File: src/rtl/ram_fifo_ctrl_pkg.sv
// Shared constants and word type for the FWFT controller in front of the negedge RAM.
// DEPTH need not be a power of two; pointers wrap explicitly.
package ram_fifo_ctrl_pkg;
   localparam int DATA_W = 10;
   localparam int ADDR_W = 4;
   localparam int DEPTH  = 6;
   localparam int CNT_W  = 3;

   typedef logic [DATA_W-1:0] word_t;
endpackage

File: src/rtl/ram_fifo_ctrl_mod_ptr.sv
// Modulo-DEPTH pointer register: clear has priority over increment, wraps DEPTH-1 -> 0.
// Single-cycle update on posedge, asynchronous active-high reset.
module ram_fifo_ctrl_mod_ptr #(
   parameter int ADDR_W = 4,
   parameter int DEPTH  = 6
) (
   input  logic              clk_i,
   input  logic              rst_i,
   input  logic              clr_i,
   input  logic              inc_i,
   output logic [ADDR_W-1:0] ptr_o
);
   logic [ADDR_W-1:0] ptr_q;
   logic [ADDR_W-1:0] ptr_d;

   always_comb begin
      ptr_d = ptr_q;
      if (clr_i) begin
         ptr_d = '0;
      end else if (inc_i) begin
         ptr_d = (ptr_q == ADDR_W'(DEPTH - 1)) ? '0 : ptr_q + 1'b1;
      end
   end

   always_ff @(posedge clk_i or posedge rst_i) begin
      if (rst_i) begin
         ptr_q <= '0;
      end else begin
         ptr_q <= ptr_d;
      end
   end

   assign ptr_o = ptr_q;
endmodule

File: src/rtl/ram_fifo_ctrl.sv
// First-word-fall-through FIFO controller around an external negedge RAM; 2-cycle empty latency.
// Backpressure: in_ready from registered RAM occupancy only; output register reloads on pop.
module ram_fifo_ctrl
   import ram_fifo_ctrl_pkg::*;
#(
   parameter int DATA_W = ram_fifo_ctrl_pkg::DATA_W,
   parameter int ADDR_W = ram_fifo_ctrl_pkg::ADDR_W,
   parameter int DEPTH  = ram_fifo_ctrl_pkg::DEPTH
) (
   input  logic              clock,
   input  logic              reset,
   input  logic              flush,
   input  logic              in_valid,
   output logic              in_ready,
   input  logic [DATA_W-1:0] in_data,
   output logic              out_valid,
   input  logic              out_ready,
   output logic [DATA_W-1:0] out_data,
   output logic [2:0]        count,
   output logic              ram_write,
   output logic [ADDR_W-1:0] ram_addr_w,
   output logic [DATA_W-1:0] ram_datain,
   output logic              ram_read,
   output logic [ADDR_W-1:0] ram_addr_r,
   input  logic [DATA_W-1:0] ram_dataout
);
   logic [CNT_W-1:0]  mem_count_q, mem_count_d;
   logic              out_valid_q, out_valid_d;
   logic [DATA_W-1:0] out_data_q, out_data_d;
   logic              push, load, pop;

   assign in_ready = (mem_count_q != CNT_W'(DEPTH)) & ~reset & ~flush;
   assign push     = in_valid & in_ready;
   assign load     = (mem_count_q != '0) & (~out_valid_q | out_ready);
   assign ram_read = load & ~reset & ~flush;
   assign pop      = out_valid_q & out_ready;

   assign ram_write  = push;
   assign ram_datain = in_data;

   ram_fifo_ctrl_mod_ptr #(.ADDR_W(ADDR_W), .DEPTH(DEPTH)) u_wr_ptr (
      .clk_i (clock),
      .rst_i (reset),
      .clr_i (flush),
      .inc_i (push),
      .ptr_o (ram_addr_w)
   );

   ram_fifo_ctrl_mod_ptr #(.ADDR_W(ADDR_W), .DEPTH(DEPTH)) u_rd_ptr (
      .clk_i (clock),
      .rst_i (reset),
      .clr_i (flush),
      .inc_i (ram_read),
      .ptr_o (ram_addr_r)
   );

   // ram_dataout was refreshed at the mid-cycle negedge when ram_read was high.
   always_comb begin
      mem_count_d = mem_count_q;
      out_valid_d = out_valid_q;
      out_data_d  = out_data_q;
      if (flush) begin
         mem_count_d = '0;
         out_valid_d = 1'b0;
         out_data_d  = '0;
      end else begin
         mem_count_d = mem_count_q + CNT_W'(push) - CNT_W'(ram_read);
         if (ram_read) begin
            out_valid_d = 1'b1;
            out_data_d  = ram_dataout;
         end else if (pop) begin
            out_valid_d = 1'b0;
         end
      end
   end

   always_ff @(posedge clock or posedge reset) begin
      if (reset) begin
         mem_count_q <= '0;
         out_valid_q <= 1'b0;
         out_data_q  <= '0;
      end else begin
         mem_count_q <= mem_count_d;
         out_valid_q <= out_valid_d;
         out_data_q  <= out_data_d;
      end
   end

   assign out_valid = out_valid_q;
   assign out_data  = out_data_q;
   assign count     = mem_count_q + CNT_W'(out_valid_q);
endmodule

File: config.mk
export PLATFORM = sky130hd
export DESIGN_NAME = ram_fifo_ctrl
export DESIGN_NICKNAME = d
export VERILOG_FILES = /design/src/rtl/ram_fifo_ctrl_pkg.sv /design/src/rtl/ram_fifo_ctrl_mod_ptr.sv /design/src/rtl/ram_fifo_ctrl.sv
export SDC_FILE = /design/constraint.sdc
export NUM_CORES = 1
export LEC_CHECK = 0
export BUFFER_PORTS_ARGS = -buffer_cell sky130_fd_sc_hd__buf_4
export CAP_MARGIN = 30
export CORE_ASPECT_RATIO = 0.8
export CORE_MARGIN = 2
export CORE_UTILIZATION = 49
export DETAILED_ROUTE_END_ITERATION = 8
export PLACE_DENSITY = 0.84
export SYNTH_ARGS = -nofsm -noshare
export SYNTH_HDL_FRONTEND = slang
export SYNTH_SLANG_ARGS = --single-unit
File: constraint.sdc
create_clock -name clock -period 7.3 [get_ports clock]
set_clock_uncertainty 0.15 [all_clocks]
set_input_delay 0 -clock clock [delete_from_list [all_inputs] [get_ports clock]]
set_output_delay 0 -clock clock [all_outputs]
set_load 0.03 [all_outputs]
==> results.toml, run 1 <==
[status]
status = "finished clean"

[run]
max_cap_violations = 0

[finish]
final_cell_mix = "buf_4 (40), dlygate4sd3_1 (35), nand2_1 (23), dfrtp_1 (22), nor2_1 (15)"
fin_nets = 229
area.growth.synth_to_final_pct = 50.6
n_antenna_cell = 0
drive_gt1_share_pct = 23.7
fillCellCount = 147
mostFrequentLayoutCell = "buf_4"

[die]
core-area_um2 = 2400
die_width_um = 59.9
start_util_pct = 50.9
fp.dieArea_um2 = 2920
rows = 16
die_h_um = 48.7
io_pins = 60

[clocking]
cts_tree = "built"
clock_path_buffers = 2
clk_pin_slew_ps = 140
cts_buffers = 3
cts_max_level = 1
clk_latency_ps = 310
root_buffer = "clkbuf_4"
cts_num_sinks = 22

[worst_setup_path]
crit_buf_inv = 2
slowest_delay_ps = 470
cpMaxStageDelayCell = "dfrtp_1"
r2r-end = "mem_count_q[2]"
crit_chain = "nor3_1 > or3_1 > nor2_1 > ha_1 > inv_1 > ha_1 > inv_1 > fa_1 > xnor2_1 > nor2_1"
end_kind = "flip-flop"
cp_max_fo = 13
ff2ff_path_depth = 10
r2r_start = "mem_count_q[1]"
rrSetupSlack_ps = 4450
arrival_ps = 2890
critPathRequiredTime_ps = 7340
critical-path-top-delay-family = "simple AND/OR/NAND/NOR gates"
path_class = "flip-flop to flip-flop"
worstSetupStartpointType = "flip-flop"

[synthesis]
synth_cell_types = 27
syn_area_um2 = 1220
synth_nets = 165
avgSynthCellArea_um2 = 9.34
seq_area_frac_synth_pct = 45.0
synthCells = 131
ys_ff_latch = 22
yosysWarningCount = 0

[drt]
drcViolationCount = 0
detail-route-antenna-nets = 0
routed_wirelength_mm = 3.29
first_pass_iters = 4
vias_per_cell = 5.19
route.vias.total = 1146
wl_per_cell_um = 14.9
drt_iter0_drc = 69

[pwr]
ir_drop_mv = 0.119
power_density_nw_per_um2 = 236
leakagePower_uw = 0.000933

[global_routing]
grt_pass1_wl_mm = 5.49
grt_max_degree = 28
globalRoute.totalOverflow = 0
grt_pass1_vias = 1213
grt_use_total_pct = 24.8
antenna_found_initial = 0

[placed_design]
dpl.hpwl_mm = 1.78
gp_congestion = 0.745
portBuffers = 39
place_ws_ps = 4550

[sta]
min_period_over_period_pct = 39.1
slew_headroom_pct = 44.9
setup_slack_ps = 4450
tns_ps = 0
setup_viol = 0
holdWs_ps = 290
grt_setup_unrepaired = "false"
finalHoldViolCount = 0
fmax_mhz = 350
slew_viol_final = 0
period_needed_ps = 2850
tightest_slew_ps = 826

[hold_path]
hp-class = "input port to async pin"
layer usage:
metal	part of all wire (%)	global-route usage, %	vias up
met2	53	41.8	49
met3	5.0	3.21	8
met4	2.2	11.9	0
met5	0	0	-
met1	40	30.5	549
li1	-	-	540
worst max path at each step:
stage                     depth (start not counted)             end      startpoint
after floorplan                                  11  mem_count_q[2]       out_valid
after global placement                           10  mem_count_q[2]  mem_count_q[1]
after detailed placement                         10  mem_count_q[2]  mem_count_q[1]
after CTS                                        10  mem_count_q[2]  mem_count_q[1]
after global routing                             10  mem_count_q[2]  mem_count_q[1]
final                                            10  mem_count_q[2]  mem_count_q[1]
registers in the layout (all words and copies together), names as in the netlist:
name and count:
u_rd_ptr.ptr_o 4, out_data 10, mem_count_q 3, out_valid 1, u_wr_ptr.ptr_o 4
timing repair:
action                                 4_1_cts  5_1_grt
hold buffers                                35        0
endpoints found under the hold margin       52        0
setup endpoints to repair                    0        0
resized for setup                            0        0
buffers inserted                             0        0
power breakdown:
group	internal, uW	switching, uW	leakage, uW
logic	86.3	119	0.000610
registers	140	19.6	0.000302
clock network	30.4	39.8	0.0000210
cells by family after synthesis:
logic type,after synthesis,synth area share [%]
adders and majority gates,9,9.82
DFF,22,45.0
buffers and inverters,22,10.1
AOI/OAI and AO/OA,15,6.85
muxes,4,3.37
xor gates and xnor gates,4,2.86
and+or+nand+nor,55,22.0
through the flow:
step | total power (uW) | std cells | utilization, % | area (um^2)
finish | 435 | 221 | 76.7 | 1840
global route | 462 | 221 | 76.7 | 1840
detailed placement | 328 | 182 | 60.6 | 1460
floorplan | 283 | 131 | - | 1220
CTS | 425 | 221 | 76.7 | 1840
global placement | 322 | 182 | 60.6 | 1460
worst reg2reg max path, cell delays in order, from the launching register on:
cell	delay [ps]
dfrtp_1	470
nor3_1	420
or3_1	440
nor2_1	120
ha_1	300
inv_1	60
ha_1	130
inv_1	50
fa_1	370
xnor2_1	170
nor2_1	60
synth_stat cells, drive strengths merged:
cell / count / area [um^2]
nand2: 23 / 86.3
dfrtp: 22 / 551
nor2: 15 / 56.3
buf: 14 / 93.8
a21oi: 11 / 55.1
ha: 8 / 100
inv: 6 / 22.5
nor2b: 5 / 31.3
nor3: 4 / 20.0
mux2i: 3 / 30.0
and3b: 2 / 21.3
clkbuf: 2 / 7.51
o21ai: 2 / 10.0
or3: 2 / 12.5
xnor2: 2 / 17.5
xor2: 2 / 17.5
a32o: 1 / 10.0
fa: 1 / 20.0
mux2: 1 / 11.3
nand3: 1 / 5.00
nand4: 1 / 6.26
nor4: 1 / 6.26
nor4b: 1 / 23.8
o2bb2ai: 1 / 8.76
layout make-up:
class                           count  area, um^2  share of cell area, %
Sequential cell                    22         551                   29.9
Clock buffer                        4        36.3                   1.97
Tap cell                           27        33.8                   1.83
Inverter                            6        22.5                   1.22
Timing Repair Buffer               75         651                   35.3
Multi-Input combinational cell     87         549                   29.8
No activity file was read; power rests on OpenSTA's default activity.
==> run 2, diff against run 1 <==
--- a/config.mk
+++ b/config.mk
@@ -5,13 +5,14 @@
 export SDC_FILE = /design/constraint.sdc
 export NUM_CORES = 1
 export LEC_CHECK = 0
+export ABC_AREA = 1
 export BUFFER_PORTS_ARGS = -buffer_cell sky130_fd_sc_hd__buf_4
 export CAP_MARGIN = 30
 export CORE_ASPECT_RATIO = 0.8
 export CORE_MARGIN = 2
-export CORE_UTILIZATION = 49
+export CORE_UTILIZATION = 46
 export DETAILED_ROUTE_END_ITERATION = 8
-export PLACE_DENSITY = 0.84
+export PLACE_DENSITY = 0.79
 export SYNTH_ARGS = -nofsm -noshare
 export SYNTH_HDL_FRONTEND = slang
 export SYNTH_SLANG_ARGS = --single-unit
==> constraint.sdc (replaced) <==
create_clock -name clock -period 2.8 [get_ports clock]
set_clock_uncertainty 0.15 [all_clocks]
set_input_delay 0 -clock clock [delete_from_list [all_inputs] [get_ports clock]]
set_output_delay 0 -clock clock [all_outputs]
set_load 0.03 [all_outputs]
==> results.toml, run 2 <==
[die]
core-area_um2 = 2740
rows = 17
die_h_um = 52.0
start_util_pct = 48.2
io_pins = 60
die_width_um = 64.0
fp.dieArea_um2 = 3330

[drt]
drt_iter0_drc = 48
first_pass_iters = 4
vias_per_cell = 4.71
detail-route-antenna-nets = 0
wl_per_cell_um = 12.0
drcViolationCount = 0
routed_wirelength_mm = 2.90
route.vias.total = 1135

[synthesis]
avgSynthCellArea_um2 = 8.94
synthTopCellsByCount = "inv_1 (27), dfrtp_1 (22), nand2_1 (22), nand3_1 (20), buf_4 (11)"
synth_top_area_share_pct = 41.6
ys_ff_latch = 22
yosysWarningCount = 0
syn_area_um2 = 1320
yosys.area.top_type = "dfrtp_1"
async_flop_share_pct = 100
synth_edf_count = 0
synth-main-ff-cell = "dfrtp_1"
synth_cell_types = 21
synth_nets = 182
synthCells = 148
synth.most_common_cell = "inv_1"
synth.area.top_cells = "dfrtp_1 (42%), inv_1 (7.7%), ha_1 (7.6%)"
seq_area_frac_synth_pct = 41.6

[pwr]
p_sw_share_pct = 42.6
switching_power_uw = 473
power.share.clock_pct = 15.5
p_int_uw = 637
leakagePower_uw = 0.00102
ir_drop_mv = 0.333
power_density_nw_per_um2 = 602
seq_power_share_pct = 38.1
p_comb_share_pct = 46.4

[clocking]
clock_path_buffers = 2
cts_num_sinks = 22
postCtsResizedCells = 0
cts_buffers = 3
cts_tree = "built"
cts_max_level = 1
root_buffer = "clkbuf_4"
clk_latency_ps = 300
clk_pin_slew_ps = 120

[worst_setup_path]
end_kind = "flip-flop"
ff2ff_path_depth = 11
rrSetupSlack_ps = 350
r2r-end = "mem_count_q[2]"
worstSetupStartpointType = "input port"
path_class = "input port to flip-flop"
r2r_start = "mem_count_q[1]"
critPathRequiredTime_ps = 2860
cp_max_fo = 19
arrival_ps = 2530

[sta]
setup_slack_ps = 328
period_needed_ps = 2470
finalHoldViolCount = 0
setup_viol = 0
min_period_over_period_pct = 88.3
tns_ps = 0
slew_viol_final = 0
grt_setup_unrepaired = "false"
slew_headroom_pct = 76.9
fmax_mhz = 404
tightest_slew_ps = 346

[finish]
seqCellArea_um2 = 551
n_antenna_cell = 0
mostFrequentLayoutCell = "buf_4"
area.growth.synth_to_final_pct = 39.2
final_cell_mix = "buf_4 (40), inv_1 (27), dlygate4sd3_1 (24), nand2_1 (22), dfrtp_1 (22)"
drive_gt1_share_pct = 30.0
largest_register_ffs = 10
fillCellCount = 223
fin_nets = 238
multiInputGateArea_um2 = 563

[global_routing]
grt_max_degree = 25
grt_pass1_vias = 1063
globalRoute.totalOverflow = 0
grt_pass1_wl_mm = 4.67
grt_use_total_pct = 18.2
antenna_found_initial = 0

[hold_path]
hp-class = "input port to async pin"

[status]
status = "finished clean"

[placed_design]
portBuffers = 39
gp_congestion = 0.797
place_ws_ps = 373
dpl.hpwl_mm = 2.02

[run]
max_cap_violations = 0
-- run 2: timing repair --
item | CTS | global route
hold endpoints to repair | 50 | 0
buffers inserted | 0 | 0
hold buffers | 24 | 0
-- run 2: cell families after synthesis --
group | Yosys count | share of synthesized area (%)
compound gates | 16 | 8.60
xor+xnor | 5 | 3.31
fa+ha+maj | 9 | 9.07
buf+inv | 41 | 15.9
flops | 22 | 41.6
simple gates | 55 | 21.6
-- run 2: critical path: stages --
cell           delay, ps
dlygate4sd3_1        530
buf_4                160
inv_2                270
nand4_4              330
inv_1                160
ha_1                 250
inv_1                 60
ha_1                 130
inv_1                 50
fa_1                 380
xor2_1               160
nor2_1                50
-- run 2: cell type report --
type | instances | share of cell area, %
timing repair buffer | 64 | 29.3
inverter | 28 | 5.70
tap | 38 | 2.58
sequential | 22 | 29.9
clock buffer | 4 | 1.97
multi-input combinational | 85 | 30.5
-- run 2: metrics by stage --
stage               instance area, um^2  utilization [%]  power (uW)  hold slack, ps  cells
floorplan                          1320                -         784            -105    148
global placement                   1570             57.1         879            -150    213
detailed placement                 1570             57.1         901            -150    213
CTS                                1840             67.2        1120             254    241
global route                       1840             67.2        1180             288    241
finish                             1840             67.2        1110             257    241
-- run 2: metal layers --
metal | vias to the layer above | global-route usage, % | routed length (um)
met5 | - | 0 | 0
met2 | 50 | 32.5 | 1450
li1 | 562 | - | -
met3 | 2 | 4.33 | 205
met4 | 0 | 3.26 | 7
met1 | 521 | 22.9 | 1240
-- run 2: worst max path at each step --
| stage | slack (ps) | cells after the start | end | start |
|---|---|---|---|---|
| 6_report | 330 | 12 | mem_count_q[2] | flush |
| 2_1_floorplan | 250 | 11 | mem_count_q[2] | out_valid |
| 3_3_place_gp | 480 | 11 | mem_count_q[2] | mem_count_q[1] |
| 5_1_grt | 140 | 12 | mem_count_q[2] | flush |
| 3_5_place_dp | 370 | 11 | mem_count_q[2] | mem_count_q[1] |
| 4_1_cts | 330 | 12 | mem_count_q[2] | flush |
-- run 2: power groups by stage --
stage	registers [uW]	clock network, uW	logic, uW
after global placement	423	0	457
after detailed placement	427	0	474
after floorplan	490	0	294
final	423	172	515
after global routing	429	192	559
after CTS	423	180	519
